$ cat src/rtl/alarm_ringer.sv
// Alarm trigger and ringing controller: detects the alarm minute, rings the buzzer,
// and handles snooze, stop, disarm and the ring auto-timeout.
module alarm_ringer #(
  parameter int unsigned SNOOZE_SEC = 300,
  parameter int unsigned RING_SEC   = 60,
  parameter int unsigned MAX_SNOOZE = 3
) (
  input  logic       clk,
  input  logic       reset,
  input  logic       tick_1hz,
  input  logic       alarm_enable,
  input  logic [4:0] time_hr,
  input  logic [5:0] time_min,
  input  logic [5:0] time_sec,
  input  logic [4:0] alarm_hr,
  input  logic [5:0] alarm_min,
  input  logic       snooze_btn,
  input  logic       stop_btn,
  output logic       buzzer,
  output logic       ringing,
  output logic       snoozing,
  output logic [2:0] snooze_count,
  output logic       timed_out
);

  localparam int unsigned TW = 9;
  localparam int unsigned CW = 3;

  typedef enum logic [1:0] {IDLE, RINGING, SNOOZE} state_t;

  state_t        state, state_nxt;
  logic [TW-1:0] ring_timer, ring_timer_nxt;
  logic [TW-1:0] snooze_timer, snooze_timer_nxt;
  logic          beep_phase, beep_phase_nxt;
  logic [CW-1:0] snooze_count_nxt;
  logic          timed_out_nxt;
  logic          buzzer_nxt, ringing_nxt, snoozing_nxt;
  logic          match_d, armed, snooze_btn_d, stop_btn_d;
  logic          match_c, trigger_c, snz_ev_c, stp_ev_c;

  // Event detection; armed blocks a match that is already true when reset releases.
  always_comb begin
    match_c   = alarm_enable & (time_hr == alarm_hr) & (time_min == alarm_min) &
                (time_sec == 6'd0);
    trigger_c = match_c & ~match_d & armed;
    snz_ev_c  = snooze_btn & ~snooze_btn_d;
    stp_ev_c  = stop_btn & ~stop_btn_d;
  end

  always_ff @(posedge clk or posedge reset) begin
    if (reset) begin
      state        <= IDLE;
      ring_timer   <= '0;
      snooze_timer <= '0;
      beep_phase   <= 1'b0;
      snooze_count <= '0;
      timed_out    <= 1'b0;
      buzzer       <= 1'b0;
      ringing      <= 1'b0;
      snoozing     <= 1'b0;
      match_d      <= 1'b0;
      armed        <= 1'b0;
      snooze_btn_d <= 1'b0;
      stop_btn_d   <= 1'b0;
    end else begin
      state        <= state_nxt;
      ring_timer   <= ring_timer_nxt;
      snooze_timer <= snooze_timer_nxt;
      beep_phase   <= beep_phase_nxt;
      snooze_count <= snooze_count_nxt;
      timed_out    <= timed_out_nxt;
      buzzer       <= buzzer_nxt;
      ringing      <= ringing_nxt;
      snoozing     <= snoozing_nxt;
      match_d      <= match_c;
      armed        <= armed | ~match_c;
      snooze_btn_d <= snooze_btn;
      stop_btn_d   <= stop_btn;
    end
  end

  // Next-state: stop/disarm beats snooze, snooze beats timeout expiry.
  always_comb begin
    state_nxt        = state;
    ring_timer_nxt   = ring_timer;
    snooze_timer_nxt = snooze_timer;
    beep_phase_nxt   = beep_phase;
    snooze_count_nxt = snooze_count;
    timed_out_nxt    = 1'b0;

    unique case (state)
      IDLE: begin
        if (trigger_c) begin
          state_nxt        = RINGING;
          ring_timer_nxt   = TW'(RING_SEC);
          beep_phase_nxt   = 1'b1;
          snooze_count_nxt = '0;
        end
      end
      RINGING: begin
        if (stp_ev_c || !alarm_enable) begin
          state_nxt = IDLE;
        end else if (snz_ev_c && (snooze_count < CW'(MAX_SNOOZE))) begin
          state_nxt        = SNOOZE;
          snooze_timer_nxt = TW'(SNOOZE_SEC);
          snooze_count_nxt = snooze_count + CW'(1);
        end else if (tick_1hz) begin
          if (ring_timer <= TW'(1)) begin
            state_nxt     = IDLE;
            timed_out_nxt = 1'b1;
          end else begin
            ring_timer_nxt = ring_timer - TW'(1);
            beep_phase_nxt = ~beep_phase;
          end
        end
      end
      SNOOZE: begin
        if (stp_ev_c || !alarm_enable) begin
          state_nxt = IDLE;
        end else if (tick_1hz) begin
          if (snooze_timer <= TW'(1)) begin
            state_nxt      = RINGING;
            ring_timer_nxt = TW'(RING_SEC);
            beep_phase_nxt = 1'b1;
          end else begin
            snooze_timer_nxt = snooze_timer - TW'(1);
          end
        end
      end
      default: state_nxt = IDLE;
    endcase

    ringing_nxt  = (state_nxt == RINGING);
    snoozing_nxt = (state_nxt == SNOOZE);
    buzzer_nxt   = ringing_nxt & beep_phase_nxt;
  end

endmodule
$ cat config.mk
export PLATFORM = sky130hd
export DESIGN_NAME = alarm_ringer
export DESIGN_NICKNAME = d
export VERILOG_FILES = /design/src/rtl/alarm_ringer.sv
export SDC_FILE = /design/constraint.sdc
export NUM_CORES = 1
export LEC_CHECK = 0
export ABC_CLOCK_PERIOD_IN_PS = 2100
export BUFFER_PORTS_ARGS = -buffer_cell sky130_fd_sc_hd__buf_4
export CELL_PAD_IN_SITES_DETAIL_PLACEMENT = 0
export CELL_PAD_IN_SITES_GLOBAL_PLACEMENT = 1
export CORE_ASPECT_RATIO = 0.75
export CORE_MARGIN = 3
export CORE_UTILIZATION = 37
export CTS_CLUSTER_DIAMETER = 40
export DETAILED_ROUTE_END_ITERATION = 10
export GPL_ROUTABILITY_DRIVEN = 0
export PLACE_DENSITY_LB_ADDON = 0.1
export SLEW_MARGIN = 20
export SYNTH_ARGS = -nofsm -noshare
export SYNTH_HDL_FRONTEND = slang
export SYNTH_SLANG_ARGS = --single-unit
$ cat constraint.sdc
create_clock -name clk -period 2.1 [get_ports clk]
set_input_delay 0.42 -clock clk [delete_from_list [all_inputs] [get_ports clk]]
set_output_delay 0.42 -clock clk [all_outputs]
set_load 0.05 [all_outputs]
==> results by group, run 1 <==
Global routing
  – GRT overflow: 0
  – First-pass GRT wire length: 8.31 mm
  – Largest net degree at the start of global routing: 33
  – Initial antenna violation count: 0
  – Number of global-route vias before repair: 1695
  – GRT Total Usage: 18.5%

Power
  – Clk pwr share: 33.4%
  – Pleak: 1.28 nW
  – Power, Total: 0.00146 W
  – Switching component of the power: 0.000398 W
  – Sw frac: 27.2%
  – Gate power share: 20.8%
  – VDD IR max: 0.251 mV
  – Pwr Density: 555 nW/um2
  – Flop pwr share: 45.8%
  – Internal Power: 0.00107 W

CTS
  – Longest Clk Path Bufs: 2
  – Register clock-pin slew on the reported worst setup and hold paths: 0.07 ns
  – Hold_buf cts: 0
  – Later-pin clock latency in the skew report: 0.28 ns
  – Clock Sinks: 32
  – CTS Root Cell: clkbuf_8
  – H-tree levels: 2
  – CTS Buf Count: 5
  – CTS tree: done

Worst setup path
  – Reg2Reg Launch Point: snooze_timer[3]$_DFFE_PP0P_
  – Reg2reg end: ring_timer[8]$_DFFE_PP0P_
  – Crit-path max cell delay: 0.49 ns
  – WS Path Type: reg2reg
  – Critical Path AT: 2.51 ns
  – Crit path max-delay cell type: or4_4
  – Critical path required time: 2.31 ns
  – CP Max Fanout: 7
  – Endpoint type of the worst setup path: flop
  – R2R cell count: 6
  – Cell Chain, Critical Path: nor4_4 -> o2111a_2 -> or3b_4 -> a21bo_4 -> or4_4 -> a21oi_2
  – Reg2Reg Setup Slack: -0.19 ns
  – CP Launch Type: flop

Timing
  – Max-slew violation count: 0
  – Setup TNS: -0.997 ns
  – RSZ-0062 raised after global routing: true
  – Final WS setup: -0.193 ns
  – Endpoints failing hold: 0
  – Final setup viols: 10
  – Peak Freq: 0.436 GHz
  – Slew headroom: 53.0%
  – Final Skew: 0.00566 ns
  – Fin crit share: 109%
  – Tightest Pin Transition: 0.703 ns
  – Min cycle time layout: 2.29 ns

Hold path
  – HP Class: in2async

Layout
  – # nets final: 315
  – Commonest non-fill, non-tap cell in the layout: buf_4
  – Area occupied by multi-input gates: 1100 um2
  – N_diodes: 0
  – Most frequent cells in the layout: 68 x buf_4, 32 x dfrtp_1, 21 x nand2_1, 20 x nor2_1, 12 x xnor2_1
  – Synthesis-to-finish area growth: 42.1%
  – Core Util, Final: 56.8%
  – Ratio of cells with drive above 1 in the final layout: 35.7%
  – Layout filler cell count: 415
  – Sequential cell area: 801 um2
  – Final Cell Area: 2640 um2

Detailed routing
  – DR DRC count: 0
  – Total number of vias: 1798
  – DRT Wirelength: 4.89 mm
  – Drt wl/cell: 14.6 um
  – ANT nets after route: 0
  – Detailed Routing Iterations Pass 1: 4
  – DRT iter0 DRCs: 201
  – Vias per inst: 5.38

Synth
  – Ys Warns: 0
  – Sequential-to-total area share from yosys stat: 43.1%
  – Synth Flop Type: dfrtp_1
  – Avg Cell Area, Syn: 9.30 um2
  – Top post-synthesis cells by area: dfrtp_1 43%, xnor2_1 5.7%, nand2_1 4.2%, nor2_1 4.0%, ha_1 3.4%
  – Synth area leader: dfrtp_1
  – Post-Synthesis Cells: 200
  – Async set or reset register ratio after synthesis: 100%
  – Number of enable flip-flop cells after synthesis: 0
  – Share of the synthesized area in the top cell type: 43.1%
  – Yosys reg bits: 32
  – Synthesized area: 1860 um2
  – Post-synth cell types: 46
  – Post-Syn Nets: 239

Outcome
  – Outcome: complete, but fails checks
  – Failing checks: setup timing

Floorplan
  – Core Rows: 21
  – Chip Height: 67.4 um
  – Core footprint: 4650 um2
  – Boundary Pins: 41
  – Die W: 87.9 um
  – Die Area: 5920 um2
  – Initial Utilization: 40.0%

Job
  – Max-cap violations: 0

Placed design
  – Placed Area: 2430 um2
  – Port Buf Inserts: 40
  – Setup slack after placement: -0.219 ns
  – DPL Wire Length: 3.63 mm
## worst max-delay path by stage
stage,end,slack (ns),from
after global routing,ring_timer[8]$_DFFE_PP0P_,-0.30,snooze_timer[3]$_DFFE_PP0P_
after floorplan,ring_timer[3]$_DFFE_PP0P_,-0.17,snooze_timer[3]$_DFFE_PP0P_
final,ring_timer[8]$_DFFE_PP0P_,-0.19,snooze_timer[3]$_DFFE_PP0P_
after detailed placement,ring_timer[8]$_DFFE_PP0P_,-0.22,snooze_timer[3]$_DFFE_PP0P_
after CTS,ring_timer[8]$_DFFE_PP0P_,-0.19,snooze_timer[6]$_DFFE_PP0P_
after global placement,ring_timer[8]$_DFFE_PP0P_,-0.17,snooze_timer[3]$_DFFE_PP0P_
## what timing repair did
action | CTS | global route
pin swaps | 8 | 6
cloned | 1 | 0
setup endpoints to repair | 9 | 13
resized for setup | 9 | 8
buffers inserted | 3 | 1
## final cells by class
cell class | count | share of cell area [%]
repair buffers | 71 | 20.6
clock buffers | 6 | 3.13
flip-flops and latches | 32 | 30.3
multi-input cells | 158 | 41.7
inverters | 8 | 1.14
clock inverters | 2 | 0.379
well taps | 57 | 2.70
## metrics by stage
step / hold slack [ns] / cells
2_1_floorplan: 0.426 / 200
3_3_place_gp: 0.449 / 321
3_5_place_dp: 0.453 / 321
4_1_cts: 0.238 / 333
5_1_grt: 0.240 / 334
6_report: 0.226 / 334
## synth_stat cells, types with 3 or more instances
master,n
nand2b_1,3
nor3_1,5
o21ai_0,7
dfrtp_1,32
xnor2_1,12
nand4_1,6
or3_1,3
nand2_1,21
xor2_1,4
o31ai_1,8
ha_1,5
nor2_1,20
or4_1,8
nand3_1,11
a21oi_1,9
inv_1,8
nor2b_1,4
## state kept, by name, summed over array words and instances (netlist names), 2 cells and up
| register | cells |
|---|---|
| ring_timer | 9 |
| snooze_timer | 9 |
| snooze_count | 3 |
| state | 2 |
## per-layer routing
layer / GRT usage [%] / vias up / part of all wire [%] / routed length [um]
met5: 0 / - / 0 / 0
met4: 5.56 / 0 / 0.68 / 33
met3: 5.00 / 5 / 7.2 / 351
met2: 25.0 / 60 / 40 / 1960
met1: 28.1 / 849 / 52 / 2540
li1: - / 884 / - / -
## critical path: cells and delay by family, from the launching register on
family           cells  cell delay (ns)
flip-flops           1             0.41
AO/OA/AOI/OAI        3             0.64
AND/OR/NAND/NOR      3             1.18
## logic make-up after synthesis
group | Yosys count | synth area share, %
adders and majority gates | 5 | 3.36
AOI/OAI and AO/OA | 40 | 14.9
buffers and inverters | 11 | 2.69
xor gates and xnor gates | 16 | 7.54
and+or+nand+nor | 93 | 26.7
muxes | 3 | 1.68
DFF | 32 | 43.1
## power groups by stage
stage / Clock [W] / Sequential [W] / Combinational [W]
2_1_floorplan: 0 / 0.000684 / 0.000151
3_3_place_gp: 0 / 0.000681 / 0.000285
3_5_place_dp: 0 / 0.000681 / 0.000289
4_1_cts: 0.000502 / 0.000670 / 0.000296
5_1_grt: 0.000526 / 0.000676 / 0.000343
6_report: 0.000489 / 0.000671 / 0.000305
Note: power is estimated with default switching activity, not from simulation.
==> run 2, diff against run 1 <==
- PLACE_DENSITY: unset -> 0.84
- PLACE_DENSITY_LB_ADDON: 0.1 -> unset
- SETUP_SLACK_MARGIN: unset -> 0.15
==> run 2 against run 1 <==
  * Clock power is 8.4% lower
  * Register-to-register slack worse by 0.03 ns
  * Worst setup slack worse by 0.031 ns
  * Sequential power hardly changed
  * Combinational power is 3% lower
  * Via count is 1.1% lower
  * Critical path depth is 1 higher
  * Count of clock-buffer cells in the layout stayed put
  * Highest routed layer unchanged
  * First-iteration DRC count is 22% lower
  * Cell count is 0.30% higher
  * The run still ends with setup timing left
  * Critical path type unchanged
  * Fmax is 1.3% lower
  * Sequential share of layout area is 0.15 points lower
==> results by group, run 2 (synthesized netlist as in run 1, its figures left out) <==
Outcome
  – Outcome: complete, but fails checks
  – Failing checks: setup timing

Detailed routing
  – Total number of vias: 1778 (-1.1%)
  – ANT nets after route: 0 (unchanged)
  – Drt wl/cell: 14.0 um (-4.3%)
  – Vias per inst: 5.31 (-1.4%)
  – DRT iter0 DRCs: 156 (-22%)
  – Detailed Routing Iterations Pass 1: 4 (unchanged)
  – DRT Wirelength: 4.69 mm (-4.0%)
  – DR DRC count: 0 (unchanged)

Timing
  – Max-slew violation count: 0 (unchanged)
  – Final setup viols: 9 (-1)
  – Endpoints failing hold: 0 (unchanged)
  – Peak Freq: 0.430 GHz (-1.3%)
  – Final Skew: 0.00422 ns (-0.00145 ns)
  – Min cycle time layout: 2.32 ns (+0.0312 ns)
  – Slew headroom: 56.8% (+3.8 points)
  – Fin crit share: 111% (+1.5 points)
  – Tightest Pin Transition: 0.646 ns (-0.0569 ns)
  – Final WS setup: -0.224 ns (-0.0312 ns)
  – RSZ-0062 raised after global routing: true
  – Hold WS: 0.224 ns (-0.00169 ns)

Worst setup path
  – Critical path required time: 2.33 ns (+0.02 ns)
  – Cell Chain, Critical Path: nor4_4 -> o2111a_2 -> or3b_4 -> buf_4 -> a21bo_4 -> or4_4 -> nand3_2
  – CP top delay family: simple AND/OR/NAND/NOR gates
  – Endpoint type of the worst setup path: flop
  – Buf+Inv Stages, Crit Path: 1 (+1)
  – Critical Path AT: 2.55 ns (+0.04 ns)
  – CP Max Fanout: 6 (-1)
  – CP Launch Type: flop
  – Crit-path max cell delay: 0.42 ns (-0.07 ns)
  – WS Path Type: reg2reg
  – Crit path max-delay cell type: dfrtp_1

Global routing
  – GRT overflow: 0 (unchanged)
  – First-pass GRT wire length: 7.98 mm (-4.0%)
  – GRT Total Usage: 17.6% (-0.88 points)
  – Largest net degree at the start of global routing: 33 (unchanged)
  – Number of global-route vias before repair: 1699 (+0.24%)
  – Initial antenna violation count: 0 (unchanged)

Floorplan
  – Boundary Pins: 41 (unchanged)
  – Die W: 87.9 um (unchanged)
  – Core footprint: 4650 um2 (unchanged)
  – Chip Height: 67.4 um (unchanged)
  – Die Area: 5920 um2 (unchanged)
  – Core Rows: 21 (unchanged)
  – Initial Utilization: 40.0% (unchanged)

CTS
  – CTS tree: done
  – Longest Clk Path Bufs: 2 (unchanged)
  – CTS Buf Count: 5 (unchanged)
  – Register clock-pin slew on the reported worst setup and hold paths: 0.07 ns (about the same)
  – Clock Sinks: 32 (unchanged)
  – Later-pin clock latency in the skew report: 0.29 ns (about the same)
  – CTS Root Cell: clkbuf_8
  – H-tree levels: 2 (unchanged)

Power
  – Pleak: 1.27 nW (-0.45%)
  – VDD IR max: 0.195 mV (-22%)
  – Pwr Density: 531 nW/um2 (-4.2%)
  – Power, Total: 0.00141 W (-3.6%)

Layout
  – Largest registers: ring_timer: 9 flops, snooze_timer: 9 flops, snooze_count: 3 flops
  – # nets final: 317 (+0.63%)
  – Ratio of cells with drive above 1 in the final layout: 38.8% (+3.1 points)
  – Most frequent cells in the layout: 72 x buf_4, 31 x dfrtp_1, 20 x nor2_1, 19 x nand2_1, 12 x xnor2_1
  – Layout filler cell count: 420 (+1.2%)
  – Synthesis-to-finish area growth: 43.0%
  – Commonest non-fill, non-tap cell in the layout: buf_4
  – N_diodes: 0 (unchanged)
  – Non-Filler Instances: 335 (+0.30%)

Hold path
  – HP Class: in2async

Placed design
  – DPL Wire Length: 3.41 mm (-5.9%)
  – Port Buf Inserts: 40 (unchanged)
  – Placed insts: 321 (unchanged)

Job
  – Max-cap violations: 0 (unchanged)
-- run 2: cell types whose count changed in the layout (fill, tap and decap cells not counted), moves of 2 or more --
cell	delta
or4_1	-2
buf_6	-2
o21ai_1	+3
or4_4	+2
nand2_1	-2
o21ai_2	-2
buf_4	+4
o31ai_4	-2
o31ai_2	+3
-- run 2: final cells by class --
type | count | area, um2 | area share (%)
clock inverters | 1 | 5.00 | 0.188
multi-input cells | 158 | 1130 | 42.4
repair buffers | 73 | 552 | 20.8
flip-flops and latches | 32 | 802 | 30.2
clock buffers | 6 | 72.6 | 2.73
well taps | 57 | 71.3 | 2.68
inverters | 8 | 30.0 | 1.13
-- run 2: through the flow --
| stage | util (%) | cell area, um2 | setup TNS (ns) | worst slack [ns] |
|---|---|---|---|---|
| floorplan | - | 1880 | -0.878 | -0.167 |
| global placement | 52.3 | 2430 | -0.533 | -0.151 |
| detailed placement | 52.3 | 2430 | -0.969 | -0.191 |
| CTS | 55.3 | 2570 | -0.699 | -0.172 |
| global route | 57.2 | 2660 | -2.12 | -0.289 |
| finish | 57.2 | 2660 | -1.30 | -0.224 |
-- run 2: power by group --
part	switching (W)	total [W]	leakage, nW	internal (W)
registers	0.0000236	0.000670	0.412	0.000646
clock network	0.000223	0.000448	0.0410	0.000225
logic	0.000139	0.000295	0.818	0.000156
total	0.000385	0.00141	1.27	0.00103
-- run 2: worst register-to-register path: stages, from the launching register on --
cell and delay, ns:
dfrtp_1 0.42, nor4_4 0.31, o2111a_2 0.25, or3b_4 0.39, buf_4 0.15, a21bo_4 0.24
or4_4 0.42, nand3_2 0.08
-- run 2: layer usage --
layer | wire length (um) | GRT usage, % | vias up
met5 | 0 | 0 | -
met4 | 65 | 4.60 | 0
met3 | 285 | 5.73 | 7
met2 | 2030 | 26.0 | 60
met1 | 2310 | 24.7 | 824
li1 | - | - | 887
-- run 2: final timing paths --
kind / from / slack, ns / end / cells after the start
setup / recovery: snooze_timer[6]$_DFFE_PP0P_ / -0.22 / ring_timer[5]$_DFFE_PP0P_ / 7
hold / removal: reset / 0.22 / snooze_timer[1]$_DFFE_PP0P_ / 3
setup reg to reg: snooze_timer[6]$_DFFE_PP0P_ / -0.22 / ring_timer[5]$_DFFE_PP0P_ / 7
hold reg to reg: armed$_DFF_PP0_ / 0.46 / armed$_DFF_PP0_ / 1
max in group asynchronous: reset / 1.56 / state[0]$_DFF_PP0_ / 3
min in group clk: stop_btn / 0.25 / stop_btn_d$_DFF_PP0_ / 1
-- run 2: timing repair --
item,4_1_cts,5_1_grt
resized for setup,6,19
endpoints found under the setup margin,14,18
pin swaps,6,8
hold buffers,0,0
buffers inserted,4,2
gates cloned,1,0
